**config.mk**
```make
export PLATFORM = sky130hd
export DESIGN_NAME = imem_fetch_ctrl_flat
export DESIGN_NICKNAME = d
export VERILOG_FILES = /design/src/rtl/imem_fetch_ctrl_pkg.sv /design/src/rtl/imem_fetch_ctrl_if.sv /design/src/rtl/imem_fetch_ctrl_fetch_out_stage.sv /design/src/rtl/imem_fetch_ctrl.sv /design/src/flat_wrapper.sv
export SDC_FILE = /design/constraint.sdc
export NUM_CORES = 1
export LEC_CHECK = 0
export CORE_MARGIN = 2
export CORE_UTILIZATION = 35
export DETAILED_ROUTE_END_ITERATION = 7
export PLACE_DENSITY = 0.6
export SYNTH_ARGS = -nofsm -noshare
export SYNTH_HDL_FRONTEND = slang
export SYNTH_SLANG_ARGS = --single-unit
export TNS_END_PERCENT = 1
```
**constraint.sdc**
```tcl
create_clock -name clk -period 4.9 [get_ports clk]
set_input_delay 0.98 -clock clk [delete_from_list [all_inputs] [get_ports clk]]
set_output_delay 0.98 -clock clk [all_outputs]
set_load 0.01 [all_outputs]
```
**src/rtl/imem_fetch_ctrl_pkg.sv**
```systemverilog
// Shared types and defaults for the instruction-fetch sequencer.
// Carries the FSM state encoding and the default bus/memory dimensions.
package imem_fetch_ctrl_pkg;

    localparam int DEF_BITSIZE = 32;
    localparam int DEF_REGSIZE = 32;
    localparam int DEF_DEPTH   = 32;

    typedef enum logic [1:0] {
        ST_IDLE  = 2'd0,
        ST_FETCH = 2'd1,
        ST_HALT  = 2'd2
    } state_t;

endpackage

```
**src/rtl/imem_fetch_ctrl_if.sv**
```systemverilog
// Fetch-side bundle: instruction memory port, decode valid/ready stage, branch redirect, status.
// master = fetch controller, slave = its environment (memory, decode, execute).
interface imem_fetch_ctrl_if
    import imem_fetch_ctrl_pkg::*;
#(
    parameter int BITSIZE = DEF_BITSIZE,
    parameter int REGSIZE = DEF_REGSIZE
);
    logic               start;
    logic [REGSIZE-1:0] imem_addr;
    logic [BITSIZE-1:0] imem_data;
    logic               if_valid;
    logic               if_ready;
    logic [BITSIZE-1:0] if_instr;
    logic [REGSIZE-1:0] if_pc;
    logic               br_valid;
    logic [REGSIZE-1:0] br_pc;
    logic [REGSIZE-1:0] br_offset;
    logic               halted;
    logic [15:0]        fetch_count;

    modport master (
        input  start, imem_data, if_ready, br_valid, br_pc, br_offset,
        output imem_addr, if_valid, if_instr, if_pc, halted, fetch_count
    );

    modport slave (
        output start, imem_data, if_ready, br_valid, br_pc, br_offset,
        input  imem_addr, if_valid, if_instr, if_pc, halted, fetch_count
    );
endinterface

```
**src/rtl/imem_fetch_ctrl_fetch_out_stage.sv**
```systemverilog
// Output register toward decode: one cycle from memory word to if_instr/if_pc.
// Holds contents while not captured; drop clears valid but keeps the last instr/pc visible.
module fetch_out_stage
    import imem_fetch_ctrl_pkg::*;
#(
    parameter int BITSIZE = DEF_BITSIZE,
    parameter int REGSIZE = DEF_REGSIZE
) (
    input  logic               clk,
    input  logic               rst,
    input  logic               capture,
    input  logic               drop,
    input  logic [BITSIZE-1:0] next_instr,
    input  logic [REGSIZE-1:0] next_pc,
    output logic               valid,
    output logic [BITSIZE-1:0] instr,
    output logic [REGSIZE-1:0] pc
);

    always_ff @(posedge clk or posedge rst) begin
        if (rst) begin
            valid <= 1'b0;
            instr <= '0;
            pc    <= '0;
        end else if (drop) begin
            valid <= 1'b0;
        end else if (capture) begin
            valid <= 1'b1;
            instr <= next_instr;
            pc    <= next_pc;
        end
    end

endmodule

```
**src/rtl/imem_fetch_ctrl.sv**
```systemverilog
// Instruction-fetch sequencer: PC, async-read imem addressing, redirects; 1-cycle fetch latency.
// Stalls (PC and output held) while decode withholds if_ready on a valid word.
module imem_fetch_ctrl
    import imem_fetch_ctrl_pkg::*;
#(
    parameter int BITSIZE = DEF_BITSIZE,
    parameter int REGSIZE = DEF_REGSIZE,
    parameter int DEPTH   = DEF_DEPTH
) (
    input  logic              clk,
    input  logic              rst,
    imem_fetch_ctrl_if.master bus
);

    localparam logic [REGSIZE-1:0] DEPTH_W = REGSIZE'(DEPTH);

    state_t             state;
    state_t             state_nxt;
    logic [REGSIZE-1:0] pc;
    logic [REGSIZE-1:0] pc_nxt;
    logic [REGSIZE-1:0] target;
    logic               pc_upd;
    logic               load;
    logic               pc_ok;
    logic               tgt_ok;
    logic               capture;
    logic               drop;
    logic               xfer;

    // Unsigned compare: negative offsets that wrap past zero land out of range.
    assign target = bus.br_pc + bus.br_offset;
    assign tgt_ok = (target < DEPTH_W);
    assign pc_ok  = (pc < DEPTH_W);
    assign load   = !bus.if_valid || bus.if_ready;
    assign xfer   = bus.if_valid && bus.if_ready;

    always_ff @(posedge clk or posedge rst) begin
        if (rst) begin
            state <= ST_IDLE;
        end else begin
            state <= state_nxt;
        end
    end

    always_comb begin
        state_nxt = state;
        case (state)
            ST_IDLE: begin
                if (bus.start) begin
                    state_nxt = ST_FETCH;
                end
            end
            ST_FETCH: begin
                if (bus.br_valid) begin
                    if (!tgt_ok) begin
                        state_nxt = ST_HALT;
                    end
                end else if (load && !pc_ok) begin
                    state_nxt = ST_HALT;
                end
            end
            ST_HALT: state_nxt = ST_HALT;
            default: state_nxt = ST_IDLE;
        endcase
    end

    // Redirect wins over the normal load; the word in the stage is flushed either way.
    always_comb begin
        capture = 1'b0;
        drop    = 1'b0;
        pc_upd  = 1'b0;
        pc_nxt  = pc;
        if (state == ST_FETCH) begin
            if (bus.br_valid) begin
                drop = 1'b1;
                if (tgt_ok) begin
                    pc_upd = 1'b1;
                    pc_nxt = target;
                end
            end else if (load) begin
                if (pc_ok) begin
                    capture = 1'b1;
                    pc_upd  = 1'b1;
                    pc_nxt  = pc + REGSIZE'(1);
                end else begin
                    drop = 1'b1;
                end
            end
        end
    end

    always_ff @(posedge clk or posedge rst) begin
        if (rst) begin
            pc <= '0;
        end else if (pc_upd) begin
            pc <= pc_nxt;
        end
    end

    always_ff @(posedge clk or posedge rst) begin
        if (rst) begin
            bus.fetch_count <= '0;
        end else if (state == ST_FETCH && xfer) begin
            bus.fetch_count <= bus.fetch_count + 16'd1;
        end
    end

    assign bus.imem_addr = pc;
    assign bus.halted    = (state == ST_HALT);

    fetch_out_stage #(
        .BITSIZE(BITSIZE),
        .REGSIZE(REGSIZE)
    ) u_out (
        .clk       (clk),
        .rst       (rst),
        .capture   (capture),
        .drop      (drop),
        .next_instr(bus.imem_data),
        .next_pc   (pc),
        .valid     (bus.if_valid),
        .instr     (bus.if_instr),
        .pc        (bus.if_pc)
    );

endmodule

```
**src/flat_wrapper.sv**
```systemverilog
// flat-port wrapper written by rule: the top's interface ports become plain ports
module imem_fetch_ctrl_flat import imem_fetch_ctrl_pkg::*;
#(
    parameter int BITSIZE = DEF_BITSIZE,
    parameter int REGSIZE = DEF_REGSIZE,
    parameter int DEPTH   = DEF_DEPTH
)
  (clk, rst, bus_start, bus_imem_data, bus_if_ready, bus_br_valid, bus_br_pc, bus_br_offset, bus_imem_addr, bus_if_valid, bus_if_instr, bus_if_pc, bus_halted, bus_fetch_count);
  imem_fetch_ctrl_if #(.BITSIZE(BITSIZE), .REGSIZE(REGSIZE)) bus_i ();
  input  logic clk;
  input  logic rst;
  input wire logic [$bits(bus_i.start)-1:0] bus_start;
  input wire logic [$bits(bus_i.imem_data)-1:0] bus_imem_data;
  input wire logic [$bits(bus_i.if_ready)-1:0] bus_if_ready;
  input wire logic [$bits(bus_i.br_valid)-1:0] bus_br_valid;
  input wire logic [$bits(bus_i.br_pc)-1:0] bus_br_pc;
  input wire logic [$bits(bus_i.br_offset)-1:0] bus_br_offset;
  output wire logic [$bits(bus_i.imem_addr)-1:0] bus_imem_addr;
  output wire logic [$bits(bus_i.if_valid)-1:0] bus_if_valid;
  output wire logic [$bits(bus_i.if_instr)-1:0] bus_if_instr;
  output wire logic [$bits(bus_i.if_pc)-1:0] bus_if_pc;
  output wire logic [$bits(bus_i.halted)-1:0] bus_halted;
  output wire logic [$bits(bus_i.fetch_count)-1:0] bus_fetch_count;
  assign bus_i.start = bus_start;
  assign bus_i.imem_data = bus_imem_data;
  assign bus_i.if_ready = bus_if_ready;
  assign bus_i.br_valid = bus_br_valid;
  assign bus_i.br_pc = bus_br_pc;
  assign bus_i.br_offset = bus_br_offset;
  assign bus_imem_addr = bus_i.imem_addr;
  assign bus_if_valid = bus_i.if_valid;
  assign bus_if_instr = bus_i.if_instr;
  assign bus_if_pc = bus_i.if_pc;
  assign bus_halted = bus_i.halted;
  assign bus_fetch_count = bus_i.fetch_count;
  imem_fetch_ctrl #(.BITSIZE(BITSIZE), .REGSIZE(REGSIZE), .DEPTH(DEPTH)) u_core (.clk(clk), .rst(rst), .bus(bus_i));
endmodule
```
## Word level (Yosys, flattened, before mapping)

Cells that the tools add are included.

- $add $sub $neg: 3
- Order comparisons: 2
- Equality and inequality tests: 6
- Muxes and demuxes: 22
- Bitwise logic cells: 1
- Reduce and logical (&&, ||, !) cells: 13

Operators with widths:

| cell | number |
|---|---|
| $mux W32 | 4 |
| $lt A32 B6 Y1 const B | 2 |
| $add A32 B1 Y32 const B | 1 |
| $add A32 B32 Y32 | 1 |
| $add A16 B1 Y16 const B | 1 |
| $mux W1 | 13 |
| $mux W2 | 4 |
| $pmux W2 S3 | 1 |
| $reduce_bool A2 Y1 | 3 |
| $reduce_and A5 Y1 | 1 |
| $logic_and A1 B1 Y1 | 3 |
| $ne A3 B2 Y1 const B | 1 |
| $ne A3 B3 Y1 const B | 1 |
| $reduce_and A3 Y1 | 1 |
| $eq A2 B1 Y1 const B | 1 |
| $eq A2 B2 Y1 const B | 1 |
| $logic_not A1 Y1 | 2 |
| $logic_not A2 Y1 | 1 |
| $ne A2 B1 Y1 const B | 1 |
| $ne A2 B2 Y1 const B | 1 |
| $reduce_and A2 Y1 | 1 |
| $logic_or A1 B1 Y1 | 1 |
| $not A1 Y1 | 1 |

- Bits in registers: 115
- Bits of input ports: 101
- Output and inout port bits: 114
- Word-level logic and storage cells: 53

## Longest topological paths before layout

Gate-level depths: netlist (run 1).

- Depth in word-level cells: 7
- Depth in mapped cells: 13
- Depth with buffers taken out: 12

## Hierarchy

Synthesis (run 1) repeated with hierarchy kept, for this count alone.

- Cell total of the unflattened synthesis: 654
- Area, all modules: 6970.4 sq um

Modules (own cells, without submodules):

| module | instances | cells an instance | area an instance (sq um) | sequential area each (sq um) |
|---|---|---|---|---|
| imem_fetch_ctrl | 1 | 514 | 4232.8 | 1251.2 |
| fetch_out_stage | 1 | 140 | 2737.6 | 1626.6 |

## Least setup slack after synthesis (run 1)

No wires, ideal clock.

- Kind: input-to-reg
- Start: in bus_br_offset[0]
- End: reg u_core.pc[2], in the netlist u_core.bus.imem_addr[2]
- Library setup time: 0.126 ns
- Arrival time: 3.855 ns
- Data required time: 4.774 ns
- Setup slack: 0.919 ns
- Cell stages on the path: 13
- Buffers on the path: 1
- Cells stage by stage: ha_1 fa_1 a211oi_2 nor2_1 o21ai_1 nand3_1 and3_1 a2111o_1 or4_4 nor2_4 buf_6 nor4b_2 o21ai_1

- Cells in the longest elaborated chain, start to end: 6
- Elaborated cells between the ends (all ways): 9
- Those cells by class: 1 x add/sub; 1 x order compare; 1 x eq/ne; 5 x mux; 1 x reduce/logical

Ends and longest elaborated chain:

| item | line | RTL |
|---|---|---|
| from (decl) | flat_wrapper.sv:17 | `input wire logic [$bits(bus_i.br_offset)-1:0] bus_br_offset;` |
| $add A32 B32 Y32 * | imem_fetch_ctrl.sv:31 | `assign target = bus.br_pc + bus.br_offset;` |
| $lt A32 B6 Y1 | imem_fetch_ctrl.sv:32 | `assign tgt_ok = (target < DEPTH_W);` |
| $mux W1 | imem_fetch_ctrl.sv:76 | `if (tgt_ok) begin` |
| $mux W1 | imem_fetch_ctrl.sv:74 | `if (bus.br_valid) begin` |
| $mux W1 | imem_fetch_ctrl.sv:73 | `if (state == ST_FETCH) begin` |
| $reduce_and A5 Y1 (no line) | n/a |  |
| to (signal assigned) | imem_fetch_ctrl.sv:96 | `pc <= pc_nxt;` |
| to (decl) | imem_fetch_ctrl.sv:19 | `logic [REGSIZE-1:0] pc;` |

Mark *: on every way between the ends. The rest lies on a longest branch, timed or not. The select of a mux whose other input is x is not followed.
A chain may end at the register's enable or synchronous reset.

## Worst setup path after layout (run 1)

- Start: in bus_br_offset[19]
- End: reg u_core.state[0]

- Cells in the longest elaborated chain, start to end: 4

Ends and longest elaborated chain:

| item | line | RTL |
|---|---|---|
| $add A32 B32 Y32 | imem_fetch_ctrl.sv:31 |  |
| $lt A32 B6 Y1 | imem_fetch_ctrl.sv:32 |  |
| $ne A3 B3 Y1 (no line) | n/a |  |
| $reduce_and A3 Y1 (no line) | n/a |  |
| to (signal assigned) | imem_fetch_ctrl.sv:41 | `state <= state_nxt;` |
| to (decl) | imem_fetch_ctrl.sv:17 | `state_t state;` |

Every way passes these cells.

==> results by group, run 1 <==
Run status
  – Status: finished clean

Pwr
  – P per Cell Area: 386 nW/um^2
  – Leak Pwr: 4.24 nW
  – Max IR drop VDD: 258 uV

Place
  – RePlAce Congestion: about 0.9
  – Area after DPL: just over 9000 sq um
  – Number of port buffers: ~210
  – Dpl hpwl: 15500 um
  – Dpl ws: 97.2 ps
  – Inst Count DP: about 1200

Clock network
  – Worst skew pair latency: slightly above 400 ps
  – PostCTS Resize Cnt: 0
  – H-tree Lvls: 4
  – CTS Buf Count: 17
  – CTS tree: built
  – CTS Buffer Depth: 2
  – Cts hold-fix bufs: 0
  – Post-CTS setup buffer count: 0
  – Root buf cell: clkbuf_16
  – Register clock-pin slew on the reported worst setup and hold paths: 60 ps
  – CTS sink count: 115

Critical path
  – Setup Crit Path Kind: in2reg
  – Arr. time, crit path: 4680 ps
  – Reg2reg end: u_core.state[0]
  – Worst Setup EP: u_core.state[0]
  – CP startpoint: bus_br_offset[19]
  – Worst path required time: 5190 ps
  – Flop2flop setup slack: 1630 ps
  – Critical Path Fanout Max: 12
  – Worst setup EP type: register
  – R2R cell count: 10
  – CP Launch Type: input pin
  – RR Startpoint: u_core.state[1]

Global route
  – GR peak layer: met2
  – First-pass GRT wire length: 31800 um
  – Largest net degree at the start of global routing: a little under 60
  – Vias in the first global route: between 5000 and 6000
  – M1 GR Usage: 26.6%
  – Overall Global Routing Usage: around 20%
  – Initial antenna violation count: 0
  – Met3 usage in global routing: 4.71%
  – Met2 GRT Util: 32.1%
  – Total grt overflow: 0

Route
  – Initial DRC count: between 300 and 400
  – Drt drc: 0
  – Average wire per standard cell: 16.6 um
  – Antenna-violating nets left: 0
  – DRT Pass-1 Iters: 5
  – Via count: 6222
  – Wirelength, routed: 19800 um
  – Via density: a little over 5

STA
  – Final setup vio count: 0
  – Fin crit share: just under 90%
  – Setup ws final: 517 ps
  – Final critical-path required period: roughly 4400 ps
  – Max Clock Freq: 0.228 GHz
  – RSZ-0062 raised after global routing: no
  – Relative max-transition margin: 41.6%
  – Setup TNS: 0 ps
  – Slew Viols, Final: 0
  – Final Hold Vio Count: 0
  – Worst slew pin tran: roughly 880 ps
  – Skew final: 10.7 ps

Logic synthesis
  – Share of the synthesized area in the top cell type: between 40 and 50%
  – Largest cells by area after synthesis: dfrtp_1 43%, nand2_1 8.8%, ha_1 6.9%, and2_1 5.8%, a21oi_1 3.2%
  – Post-synthesis register bit count: between 100 and 150
  – Post-synth EDFFs: 0
  – Syn Area/Cell: 9.06 sq um
  – Mapped Cells: approximately 740
  – Synthesized Nets: 878
  – Post-synthesis cell area: approximately 6700 sq um
  – Area leader, netlist: dfrtp_1
  – Async SR Flop Fraction: 100%
  – Ys flop type: dfrtp_1
  – YS warnings: 0
  – Synth unique cells: 70
  – Register area share after synthesis: 43.0%

Hold path
  – HP Class: reg2reg

Cells and area
  – Final Instance Area: 9640 sq um
  – Non-Filler Instances: 1198
  – Commonest non-fill, non-tap cell in the layout: clkdlybuf4s50_1
  – Commonest cells after routing, fill and taps aside: 214 x clkdlybuf4s50_1, 157 x nand2_1, 115 x dfrtp_1, 62 x and2_1, 43 x a21oi_1
  – Fin util: 51.4%
  – Antenna Cells: 0
  – Synthesis-to-layout area growth: 44.0%
  – Layout cells sized above 1: 7.05%
  – Nets: 1090

Job
  – Max cap viols: 0

Die
  – Core ar.: roughly 19000 sq um
  – Die height: 142 um
  – Initial Utilization: between 30% and 40%
  – Horiz. Die Dim: 142 um
  – Die area: between 20000 and 25000 sq um
  – Number of cell rows: 50
  – Ports: 215
==> critical path, stage by stage <==
cell and delay (ps):
clkdlybuf4s50_1 400, ha_1 510, nand2_1 220, o21ai_0 450, a21oi_1 180, buf_4 190, inv_1 50, a31oi_1 40
a2111oi_0 570, nand4_1 280, nor2_4 260, nand2_1 260, a31o_1 280
==> how the worst min path moves through the flow <==
stage / cells after the start / slack, ps / startpoint / to
finish: 1 / 470 / u_core.bus.fetch_count[15] / u_core.bus.fetch_count[15]
global placement: 2 / 450 / u_core.u_out.pc[0] / u_core.u_out.pc[0]
global route: 2 / 490 / u_core.u_out.instr[24] / u_core.u_out.instr[24]
floorplan: 1 / 500 / u_core.bus.fetch_count[15] / u_core.bus.fetch_count[15]
detailed placement: 2 / 460 / u_core.u_out.instr[22] / u_core.u_out.instr[22]
CTS: 2 / 480 / u_core.u_out.instr[22] / u_core.u_out.instr[22]
==> layout make-up <==
class / count / area [sq um]
Clock inverter: 13 / 124
Clock buffer: 19 / 453
Sequential cell: 115 / 2880
Inverter: 16 / 62.6
Multi-Input combinational cell: 575 / 3600
Timing Repair Buffer: 226 / 2230
Fill cell: 1760 / 9130
Tap cell: 234 / 293
==> registers in the layout, summed over array words and instances (netlist names) <==
| name | count |
|---|---|
| u_core.u_out.instr | 32 |
| u_core.state | 2 |
| u_core.bus.fetch_count | 16 |
| u_core.u_out.valid | 1 |
| u_core.bus.imem_addr | 32 |
| u_core.u_out.pc | 32 |
==> cell families after synthesis <==
group           after synthesis  synth area share (%)
xor+xnor                     31                  4.05
simple gates                332                  24.7
mux                           5                 0.822
compound gates              169                  16.9
buf+inv                      49                  3.38
flops                       115                  43.0
fa+ha+maj                    38                  7.21
==> synth_stat cells (4+ instances only) <==
library cell and n:
a21o_1 9, a22oi_1 5, o21ai_1 7, dfrtp_1 115, buf_4 7, clkbuf_1 18, o21ai_0 26, nand4_1 20
a31oi_1 8, a21oi_1 43, nand2_1 157, xor2_1 11, ha_1 37, or3_1 5, a211oi_1 5, nor2_1 26
o21a_1 12, nor3_1 7, and2_1 62, mux2_2 4, a221oi_1 4, and3_1 7, xnor2_1 20, buf_2 7
inv_1 16, nor4_1 9, nand3_1 17, o211ai_1 11
==> power by group <==
group	switching (mW)	total [mW]	leakage, nW	internal (mW)
clock network	0.458	1.19	0.277	0.730
registers	0.131	1.27	1.52	1.14
logic	0.631	1.27	2.45	0.637
==> per-layer routing <==
layer / wire [um] / share of wire (%)
met4: 431 / 2.2
met3: 1270 / 6.4
met5: 0 / 0
met2: 9370 / 47
met1: 8770 / 44
==> through the flow <==
stage,hold WS [ps],power [mW]
final,472,3.72
after global routing,490,3.95
after CTS,476,3.76
after detailed placement,461,2.55
after global placement,452,2.54
after floorplan,504,1.91
(Power assumes the default switching activity.)
==> run 2: changes to the inputs <==
--- a/config.mk
+++ b/config.mk
@@ -11,5 +11,6 @@
 export PLACE_DENSITY = 0.6
 export SYNTH_ARGS = -nofsm -noshare
 export SYNTH_HDL_FRONTEND = slang
+export SYNTH_HIERARCHICAL = 1
 export SYNTH_SLANG_ARGS = --single-unit
 export TNS_END_PERCENT = 1
==> constraint.sdc (replaced) <==
create_clock -name clk -period 4.4 [get_ports clk]
set_input_delay 0.88 -clock clk [delete_from_list [all_inputs] [get_ports clk]]
set_output_delay 0.88 -clock clk [all_outputs]
set_load 0.01 [all_outputs]
==> results by group, run 2 <==
Die
  – Number of cell rows: 51 (was 50)
  – Core ar.: 19500 sq um (was 18800 sq um)
  – Ports: 215 (unchanged)
  – Die height: 145 um (was 142 um)
  – Die area: 21100 sq um (was 20300 sq um)
  – Initial Utilization: 35.7% (about the same)
  – Horiz. Die Dim: 145 um (was 142 um)

Critical path
  – Crit-path slowest cell: clkdlybuf4s50_1 (was a2111oi_0)
  – Critical Path Fanout Max: 5 (was 12)
  – CP Launch Type: input pin (unchanged)
  – Arr. time, crit path: 4470 ps (was 4680 ps)
  – Worst setup EP type: register (unchanged)
  – Setup Crit Path Kind: in2reg (unchanged)
  – Critical path's largest stage delay: 420 ps (was 570 ps)
  – Worst path required time: 4720 ps (was 5190 ps)
  – Buf/Inv on CP: 2 (was 3)
  – Worst path cell trace: clkdlybuf4s50_1 -> ha_1 -> fa_1 -> a21o_1 -> a221oi_4 -> o211ai_2 -> and2_1 -> o31a_1 -> a311o_1 -> a222oi_1 -> buf_4 -> and4_1 -> nor2_1 -> o211ai_1 (was clkdlybuf4s50_1 -> ha_1 -> nand2_1 -> o21ai_0 -> a21oi_1 -> buf_4 -> inv_1 -> a31oi_1 -> a2111oi_0 -> nand4_1 -> nor2_4 -> nand2_1 -> a31o_1)
  – Crit-path leading delay family: compound AO/OA/AOI/OAI gates (unchanged)

Logic synthesis
  – Post-Synth Adder-Cell Area: 6.75% (was 7.21%)
  – Simple-gate share of the synthesized area: 16.3% (was 24.7%)
  – Ys flop type: dfrtp_1 (unchanged)
  – Post-synth EDFFs: 0 (unchanged)
  – Mapped Cells: 654 (was 739)
  – Synth unique cells: 66 (was 70)
  – Post-synthesis compound-gate area fraction: 14.5% (was 16.9%)
  – Post-synthesis register bit count: 115 (unchanged)
  – Largest cells by area after synthesis: dfrtp_1 41%, mux2_4 13%, ha_1 6.5%, a21oi_1 3.6%, and3_1 3.1% (was dfrtp_1 43%, nand2_1 8.8%, ha_1 6.9%, and2_1 5.8%, a21oi_1 3.2%)
  – YS warnings: 6 (was 0)
  – Syn Area/Cell: 10.7 sq um (was 9.06 sq um)
  – Post-synthesis cell area: 6970 sq um (was 6700 sq um)
  – Share of the synthesized area in the top cell type: 41.3% (was 43.0%)
  – Synth top cells by count: 115 x dfrtp_1, 60 x mux2_4, 50 x a21oi_1, 50 x nand2_1, 36 x ha_1 (was 157 x nand2_1, 115 x dfrtp_1, 62 x and2_1)
  – Mux contribution to synthesized area: 14.5% (was 0.822%)
  – Async SR Flop Fraction: 100% (unchanged)
  – Top-count cell post-synth: dfrtp_1 (was nand2_1)
  – Xor and xnor area share after synthesis: 2.64% (was 4.05%)
  – Area leader, netlist: dfrtp_1 (unchanged)
  – Largest family of logic cells by synthesized area: simple AND/OR/NAND/NOR gates (unchanged)
  – Synthesized Nets: 792 (was 878)
  – Register area share after synthesis: 41.3% (was 43.0%)

Pwr
  – Power, Total: 4.28 mW (was 3.72 mW)
  – Max IR drop VDD: 279 uV (was 258 uV)
  – P per Cell Area: 421 nW/um^2 (was 386 nW/um^2)
  – Leak Pwr: 4.47 nW (was 4.24 nW)

Clock network
  – PostCTS Resize Cnt: 0 (unchanged)
  – Cts hold-fix bufs: 0 (unchanged)
  – Root buf cell: clkbuf_16 (unchanged)
  – Register clock-pin slew on the reported worst setup and hold paths: 60 ps (about the same)
  – Worst skew pair latency: 400 ps (was 410 ps)
  – CTS Buf Count: 17 (unchanged)
  – CTS sink count: 115 (unchanged)
  – Post-CTS setup buffer count: 0 (unchanged)
  – CTS Buffer Depth: 2 (unchanged)
  – CTS tree: built (unchanged)
  – H-tree Lvls: 4 (unchanged)

STA
  – Relative max-transition margin: 30.6% (was 41.6%)
  – Final hold slack: 479 ps (was 472 ps)
  – Fin crit share: 94.2%
  – Final setup vio count: 0 (unchanged)
  – Final Hold Vio Count: 0 (unchanged)
  – Worst slew pin tran: 1040 ps (was 876 ps)
  – Max Clock Freq: 0.241 GHz
  – Slew Viols, Final: 0 (unchanged)
  – Skew final: 8.73 ps (was 10.7 ps)
  – Final critical-path required period: 4140 ps
  – RSZ-0062 raised after global routing: no (unchanged)

Route
  – Via count: 6061 (was 6222)
  – DRT Pass-1 Iters: 4 (was 5)
  – Drt drc: 0 (unchanged)
  – Wirelength, routed: 19900 um (was 19800 um)
  – Average wire per standard cell: 16.8 um (was 16.6 um)
  – Via density: 5.13 (was 5.19)
  – Antenna-violating nets left: 0 (unchanged)
  – Initial DRC count: 365 (was 335)

Cells and area
  – Commonest non-fill, non-tap cell in the layout: clkdlybuf4s50_1 (unchanged)
  – Nets: 1044 (was 1090)
  – Synthesis-to-layout area growth: 45.8% (was 44.0%)
  – Antenna Cells: 0 (unchanged)
  – Layout cells sized above 1: 17.4% (was 7.05%)
  – Commonest cells after routing, fill and taps aside: 214 x clkdlybuf4s50_1, 115 x dfrtp_1, 60 x mux2_4, 50 x nand2_1, 50 x a21oi_1 (was 214 x clkdlybuf4s50_1, 157 x nand2_1, 115 x dfrtp_1, 62 x and2_1, 43 x a21oi_1)
  – Non-Filler Instances: 1182 (was 1198)

Global route
  – Vias in the first global route: 5978 (was 5843)
  – Total grt overflow: 0 (unchanged)
  – Largest net degree at the start of global routing: 51 (was 58)
  – First-pass GRT wire length: 32100 um (was 31800 um)
  – Overall Global Routing Usage: 18.7% (was 19.9%)
  – Initial antenna violation count: 0 (unchanged)

Place
  – Inst Count DP: 1152 (was 1166)
  – RePlAce Congestion: 0.878 (was 0.879)
  – Dpl hpwl: 15700 um (was 15500 um)
  – Number of port buffers: 214 (unchanged)

Job
  – Max cap viols: 0 (unchanged)

Run status
  – Status: finished clean (unchanged)

Hold path
  – HP Class: reg2reg (unchanged)
==> run 2: cell types whose count changed in the layout (fill, tap and decap cells not counted), sizes merged, moves of 6 or more <==
cell    before  now
a21oi       44   50
mux2         4   68
nor3         8   14
inv         21   13
and3         7   35
a31oi        8    1
o211ai      11    5
and2        63    3
xnor2       20   13
nand2      157   50
buf         12   49
nor2        27   35
==> run 2: worst paths after layout <==
kind | cells past startpoint | from | slack, ps | endpoint
min reg2reg | 1 | u_core/bus.fetch_count[15] | 480 | u_core/bus.fetch_count[15]
min | 1 | u_core/bus.fetch_count[15] | 480 | u_core/bus.fetch_count[15]
max in group asynchronous | 3 | rst | 2600 | u_core/u_out/instr[15]
min in group asynchronous | 2 | rst | 1060 | u_core/u_out/instr[1]
max | 14 | bus_br_pc[0] | 260 | u_core/bus.imem_addr[3]
max reg2reg | 9 | u_core/bus.imem_addr[7] | 1620 | u_core/u_out/pc[24]
==> run 2: metal layers <==
layer	share of wire (%)	GRT usage [%]	routed length, um
met1	45	24.1	8920
met4	2.1	5.39	427
met5	0	0	0
met2	47	31.2	9430
met3	5.6	4.65	1120
==> run 2: final cells by class <==
| cell class | instances | area (sq um) |
|---|---|---|
| Fill cell | 1791 | 9370 |
| Multi-Input combinational cell | 496 | 3810 |
| Sequential cell | 115 | 2880 |
| Timing Repair Buffer | 263 | 2530 |
| Clock buffer | 21 | 470 |
| Tap cell | 265 | 332 |
| Clock inverter | 9 | 82.6 |
| Inverter | 13 | 48.8 |
==> run 2: cell families (layout without fill, tap and decap cells) <==
group	Yosys count	count (layout)
fa+ha+maj	37	37
compound gates	153	153
simple gates	215	215
buf+inv	43	306
flops	115	115
xor+xnor	21	21
mux	70	70
==> run 2: power by group <==
group / internal [mW] / total (mW) / switching [mW]
Clock: 0.810 / 1.27 / 0.455
Combinational: 0.927 / 1.57 / 0.644
Sequential: 1.28 / 1.44 / 0.161
Total: 3.02 / 4.28 / 1.26
==> run 2: metrics by stage <==
stage               util (%)  setup TNS, ps  worst slack [ps]  cell area, sq um
CTS                     52.0              0               251             10200
detailed placement      49.2          -2330              -164              9610
global placement        49.2           -323             -82.5              9610
finish                  52.0              0               256             10200
floorplan                  -              0               416              6970
global route            52.0              0              69.2             10200
